<file path="config.mk">
export PLATFORM = sky130hd
export DESIGN_NAME = pattern_search_ctrl
export DESIGN_NICKNAME = d
export VERILOG_FILES = /design/src/rtl/pattern_search_pkg.sv /design/src/rtl/pattern_search_hash_reg.sv /design/src/rtl/pattern_search_ctrl.sv
export SDC_FILE = /design/constraint.sdc
export NUM_CORES = 1
export LEC_CHECK = 0
export CORE_MARGIN = 2
export CORE_UTILIZATION = 28
export CTS_BUF_LIST = sky130_fd_sc_hd__clkbuf_8
export CTS_CLUSTER_SIZE = 25
export DETAILED_ROUTE_END_ITERATION = 8
export MAX_ROUTING_LAYER = met4
export PLACE_DENSITY = 0.62
export SYNTH_ARGS = -nofsm -noshare
export SYNTH_HDL_FRONTEND = slang
export SYNTH_SLANG_ARGS = --single-unit
</file>
<file path="constraint.sdc">
create_clock -name clock -period 2.5 [get_ports clock]
set_input_delay 0.375 -clock clock [delete_from_list [all_inputs] [get_ports clock]]
set_output_delay 0.375 -clock clock [all_outputs]
set_load 0.03 [all_outputs]
</file>
<file path="src/rtl/pattern_search_pkg.sv">
// pattern_search_pkg
// Shared definitions for the pattern search controller:
//   state_e               - controller states (IDLE, SEARCH, FINISH)
//   ADDR_W_DEFAULT        - default address width
//   pattern_search_hash() - location hash, x ^ (x << 1), on a 32-bit word;
//                           callers keep the low ADDR_W bits.
package pattern_search_pkg;

  typedef enum logic [1:0] {
    IDLE   = 2'd0,
    SEARCH = 2'd1,
    FINISH = 2'd2
  } state_e;

  localparam int ADDR_W_DEFAULT = 9;

  function automatic logic [31:0] pattern_search_hash(input logic [31:0] loc);
    return loc ^ (loc << 1);
  endfunction

endpackage

</file>
<file path="src/rtl/pattern_search_hash_reg.sv">
// pattern_search_hash_reg
// Registered hash of the current search location. Updated every clock edge.
// Ports:
//   clock      - clock
//   reset      - asynchronous active-low reset (clears the hash to 0)
//   location_i - address currently under compare
//   outcell_o  - registered hash of location_i, truncated to ADDR_W
module pattern_search_hash_reg
  import pattern_search_pkg::*;
#(
  parameter int ADDR_W = ADDR_W_DEFAULT
) (
  input  logic              clock,
  input  logic              reset,
  input  logic [ADDR_W-1:0] location_i,
  output logic [ADDR_W-1:0] outcell_o
);

  logic [31:0]       hash_full;
  logic [ADDR_W-1:0] outcell_d;
  logic [ADDR_W-1:0] outcell_q;
  logic              unused_hash_hi;

  assign hash_full      = pattern_search_hash(32'(location_i));
  assign outcell_d      = hash_full[ADDR_W-1:0];
  // Bits above ADDR_W are discarded by definition of the hash.
  assign unused_hash_hi = ^hash_full[31:ADDR_W];

  always_ff @(posedge clock or negedge reset) begin
    if (!reset) outcell_q <= '0;
    else        outcell_q <= outcell_d;
  end

  assign outcell_o = outcell_q;

endmodule

</file>
<file path="src/rtl/pattern_search_ctrl.sv">
// pattern_search_ctrl
// Search controller: on an accepted start, walks addresses from base_addr in
// steps of STEP up to MAX_ADDR, stopping on the first hit, at the window
// limit, or on abort. Reports found/done status and the hit address.
// Optional feature: define PATTERN_SEARCH_HASH_EN to get a registered hash of
// location on outcell; otherwise outcell is tied to 0.
// Ports:
//   clock, reset   - clock, asynchronous active-low reset
//   start          - search request, accepted only in IDLE
//   base_addr      - first address, sampled with an accepted start
//   abort          - cancels an active search (ignored in FINISH)
//   hit            - compare result for the current location (same cycle)
//   location       - registered address under compare (0 in IDLE)
//   inc_flag       - location advances at the next edge
//   busy           - high in SEARCH and FINISH
//   found          - last search hit; cleared by the next accepted start
//   done           - one-cycle completion pulse
//   match_address  - address of the most recent hit
//   outcell        - registered hash of location (or 0)
module pattern_search_ctrl
  import pattern_search_pkg::*;
#(
  parameter int ADDR_W   = ADDR_W_DEFAULT,
  parameter int MAX_ADDR = 2**ADDR_W - 1,
  parameter int STEP     = 1
) (
  input  logic              clock,
  input  logic              reset,
  input  logic              start,
  input  logic [ADDR_W-1:0] base_addr,
  input  logic              abort,
  input  logic              hit,
  output logic [ADDR_W-1:0] location,
  output logic              inc_flag,
  output logic              busy,
  output logic              found,
  output logic              done,
  output logic [ADDR_W-1:0] match_address,
  output logic [ADDR_W-1:0] outcell
);

  // Limit arithmetic carries one extra bit so location + STEP never wraps.
  localparam logic [ADDR_W:0] MAX_W  = (ADDR_W+1)'(MAX_ADDR);
  localparam logic [ADDR_W:0] STEP_W = (ADDR_W+1)'(STEP);

  state_e            state_q, state_d;
  logic [ADDR_W-1:0] location_q, location_d;
  logic [ADDR_W-1:0] match_q, match_d;
  logic              found_q, found_d;
  logic              done_q, done_d;
  logic [ADDR_W:0]   next_loc_w;
  logic              limit_reached;

  assign next_loc_w    = {1'b0, location_q} + STEP_W;
  assign limit_reached = next_loc_w > MAX_W;

  always_ff @(posedge clock or negedge reset) begin
    if (!reset) begin
      state_q    <= IDLE;
      location_q <= '0;
      match_q    <= '0;
      found_q    <= 1'b0;
      done_q     <= 1'b0;
    end else begin
      state_q    <= state_d;
      location_q <= location_d;
      match_q    <= match_d;
      found_q    <= found_d;
      done_q     <= done_d;
    end
  end

  always_comb begin
    state_d    = state_q;
    location_d = location_q;
    match_d    = match_q;
    found_d    = found_q;
    done_d     = 1'b0;
    case (state_q)
      IDLE: begin
        location_d = '0;
        if (start) begin
          location_d = base_addr;
          found_d    = 1'b0;
          // A base beyond the window goes straight to FINISH with no compare.
          state_d    = ({1'b0, base_addr} > MAX_W) ? FINISH : SEARCH;
        end
      end
      SEARCH: begin
        if (abort) begin
          state_d    = IDLE;
          location_d = '0;
        end else if (hit) begin
          match_d = location_q;
          found_d = 1'b1;
          state_d = FINISH;
        end else if (limit_reached) begin
          state_d = FINISH;
        end else begin
          location_d = next_loc_w[ADDR_W-1:0];
        end
      end
      FINISH: begin
        // done is registered, so it pulses in the first IDLE cycle.
        done_d     = 1'b1;
        location_d = '0;
        state_d    = IDLE;
      end
      default: begin
        state_d    = IDLE;
        location_d = '0;
      end
    endcase
  end

  assign location      = location_q;
  assign match_address = match_q;
  assign found         = found_q;
  assign done          = done_q;
  assign busy          = (state_q != IDLE);
  assign inc_flag      = (state_q == SEARCH) & ~abort & ~hit & ~limit_reached;

`ifdef PATTERN_SEARCH_HASH_EN
  pattern_search_hash_reg #(
    .ADDR_W(ADDR_W)
  ) u_hash_reg (
    .clock     (clock),
    .reset     (reset),
    .location_i(location_q),
    .outcell_o (outcell)
  );
`else
  assign outcell = '0;
`endif

endmodule

</file>
==> results.md <==
- The sequential element share of the synthesized area is 46.07%.
- The average wire per standard cell is 15.05 um.
- VDD sags by at most 0.5529 mV.
- The endpoint required time on the critical path is 2.12 ns.
- From synthesis to final layout, the design area changed by 37.17%.
- The kind of path behind the tightest hold check is in -> async.
- The number of antenna diodes in the final layout is 0.
- The startpoint class of the critical path is a register.
- The number of buffers created by CTS is 3.
- At the placement stage, the worst setup path has a slack of 0.4232 ns.
- Hold repair after CTS inserted 0 buffers.
- The region available for standard cell placement spans 4058 um^2.
- The number of global-route vias before repair came to 1,006.
- The number of H-tree branching levels is 1.
- The power per standard cell area is 758.3 nW/um^2.
- The area share of the leading cell type in the synthesized netlist is 46.07%.
- In this run the tool buffered the top-level ports with 35 buffer cells.
- Once the clock tree was built, the setup fixing pass inserted 0 buffers.
- Detailed placement finished with a half-perimeter wire length of 2196 um.
- The number of antenna violations at the first check in global routing was 0.
- Setup violations remaining at the end of the flow were counted as 0.
- Data arrives at the worst endpoint at 1.68 ns.
- The die outline height is 69.33 um.
- The flow ran to the end, and the final reports show no timing, DRC or antenna violations.
- Setup repair after global routing left no endpoint under its margin.
- The routed design could run at a clock period as short as 2.054 ns.
- The DRC violation total after the first TritonRoute iteration is 62.
- The post-route setup TNS is 0 ns.
- The initial standard-cell utilization of the core is 29.45%.
- The root buffer cell is sky130_fd_sc_hd__clkbuf_8.
- The clock-pin slew reported for the worst setup and hold paths after clock tree synthesis is 0.08 ns.
- The sum of overflow across all layers after global routing is 0.
- The maximum number of pins on one net before global-route repair is 23.
- A synthesized cell averages 10.04 um^2.
- The count of max-cap constraint violations is 0.
- Yosys instantiated no cell more often than sky130_fd_sc_hd__dfrtp_1.
- Yosys attributes the largest share of cell area to sky130_fd_sc_hd__dfrtp_1, sky130_fd_sc_hd__mux2_2, sky130_fd_sc_hd__buf_4.
- For this design the static power due to leakage is 0.6876 nW.
- The total wire length is 3086 um.
- The global-route wire length before repair is 5078 um.
- The gate count of the mapped netlist is 119.
- The final worst clock skew is 0.001790 ns.
- The number of rows in the core area is 23.
- The congestion estimate from routability-driven global placement came to 0.8663.
- The CTS tree is built.
- The post-CTS resize count is 0.
- The number of warnings printed during yosys synthesis is 0.
- The count of cell types in the netlist is 38.
- The later-pin clock latency in the skew report is 0.26 ns.
- For this run, design rule violations remaining after detail routing come to 0.
- The die width is 69.33 um.
- Before antenna repair, the detailed router went through 4 iterations.
- The final count of hold timing violations is 0.
- Counting tap cells, the placed design contains a total of 201 instances.
- The number of enable-type register cells in the synthesized netlist is 0.
- The async set-or-reset flop fraction in the synthesized netlist is 100.0%.
- The worst setup path is captured at an output pin.
- The worst setup path is of the reg -> out kind.
- The share of cells above drive strength 1 is 14.84%.
- For this run, the post-layout net count is 172.
- The highest clock frequency the design can meet is 486.9 MHz.
- The number of top-level pins is 45.
- The floorplan step defined a die boundary enclosing 4806 um^2.
- The maximum fanout encountered on the critical timing path is 9.
- The commonest cells after synthesis are sky130_fd_sc_hd__dfrtp_1, sky130_fd_sc_hd__nand2_1, sky130_fd_sc_hd__o21ai_0.
- The number of pins with negative max-slew slack in the final report is 0.
- The final cycle utilization of the critical path is 82.15%.
- No sink is reached through more buffers than the 2 on the longest clock path.
- The via density per instance is 5.200.
- Excluding fillers, the count of instances in the completed layout stands at 205.
- The clock net sink count is 22.
- The routed via count is 1,066.
- Global routing used 13.34% of the available tracks.
- The largest total area in the synthesized netlist belongs to sky130_fd_sc_hd__dfrtp_1.
- Among all flip-flop cells after synthesis, the most frequent one is sky130_fd_sc_hd__dfrtp_1.
- The synthesized cell area is 1195 um^2.
- Once routing completed, OpenROAD measured the worst setup slack at 0.4464 ns.
- The detail route stage leaves a number of antenna-violating nets equal to 0.
- In this run, synthesis produced a sequential element count of 22.
-- worst max-delay path: stages (launching register included) --
cell and delay, ns:
sky130_fd_sc_hd__dfrtp_1 0.50, sky130_fd_sc_hd__or2_2 0.32, sky130_fd_sc_hd__clkdlybuf4s50_1 0.59
-- report_power, final --
part	leakage, nW	switching, W	internal, W
clock network	0.0357	0.000118	0.000214
logic	0.361	0.000240	0.000188
registers	0.291	0.0000667	0.000417
-- path summary, 6_finish.rpt --
path	from	cells after the start	slack, ns	endpoint
setup / recovery	state_q[1]$_DFFE_PN0P_	2	0.45	busy
hold / removal	reset	2	0.47	match_address[1]$_DFFE_PN0P_
setup reg to reg	state_q[1]$_DFFE_PN0P_	3	0.76	location[8]$_DFFE_PN0P_
hold reg to reg	state_q[0]$_DFFE_PN0P_	1	0.51	done$_DFF_PN0_
max in group asynchronous	reset	2	1.80	location[7]$_DFFE_PN0P_
min in group clock	state_q[0]$_DFFE_PN0P_	1	0.51	done$_DFF_PN0_
-- cells in the final DEF, fill, tap and decap left out, types with 3 or more instances in the layout --
cell	instances
sky130_fd_sc_hd__o21ai_0	10
sky130_fd_sc_hd__nor2_1	7
sky130_fd_sc_hd__inv_1	3
sky130_fd_sc_hd__clkdlybuf4s50_1	34
sky130_fd_sc_hd__nand4_1	3
sky130_fd_sc_hd__nand2_1	11
sky130_fd_sc_hd__nor3_1	3
sky130_fd_sc_hd__a31oi_1	5
sky130_fd_sc_hd__dfrtp_1	22
sky130_fd_sc_hd__buf_4	4
sky130_fd_sc_hd__mux2_2	7
sky130_fd_sc_hd__a21oi_1	4
sky130_fd_sc_hd__conb_1	9
sky130_fd_sc_hd__clkbuf_8	3
-- registers in the layout, summed over array words and instances, names as in the netlist --
register       count
found              1
state_q            2
match_address      9
location           9
done               1
-- per-stage QoR --
| step | power [W] | util, % | hold WS (ns) | instance area [um^2] |
|---|---|---|---|---|
| 2_1_floorplan | 0.0007343 | - | 0.07941 | 1225 |
| 3_3_place_gp | 0.0009098 | 38.64 | 0.4669 | 1568 |
| 3_5_place_dp | 0.0009184 | 38.64 | 0.4926 | 1568 |
| 4_1_cts | 0.001255 | 40.39 | 0.4817 | 1639 |
| 5_1_grt | 0.001301 | 40.39 | 0.5041 | 1639 |
| 6_report | 0.001243 | 40.39 | 0.4739 | 1639 |
-- cells by family after synthesis --
| group | synth area share (%) |
|---|---|
| AOI/OAI and AO/OA | 18.01 |
| other | 0.3138 |
| buffers and inverters | 9.319 |
| adders and majority gates | 2.094 |
| DFF | 46.07 |
| and+or+nand+nor | 17.59 |
| muxes | 6.597 |
-- cell type report --
cell class / count / area [um^2]
Multi-Input combinational cell: 87 / 569.3
Timing Repair Buffer: 38 / 370.4
Clock inverter: 1 / 30.03
Tap cell: 50 / 62.56
Clock buffer: 3 / 41.29
Fill cell: 375 / 2419
Inverter: 4 / 15.01
Sequential cell: 22 / 550.5
-- routing by layer --
layer	vias up	track usage, %	part of all wire, %
met5	-	-	0
met4	0	3.922	1.1
met3	2	3.052	6.8
met2	50	20.62	48
met1	531	17.48	44
li1	483	-	-
Power figures use the tool's default switching activity.
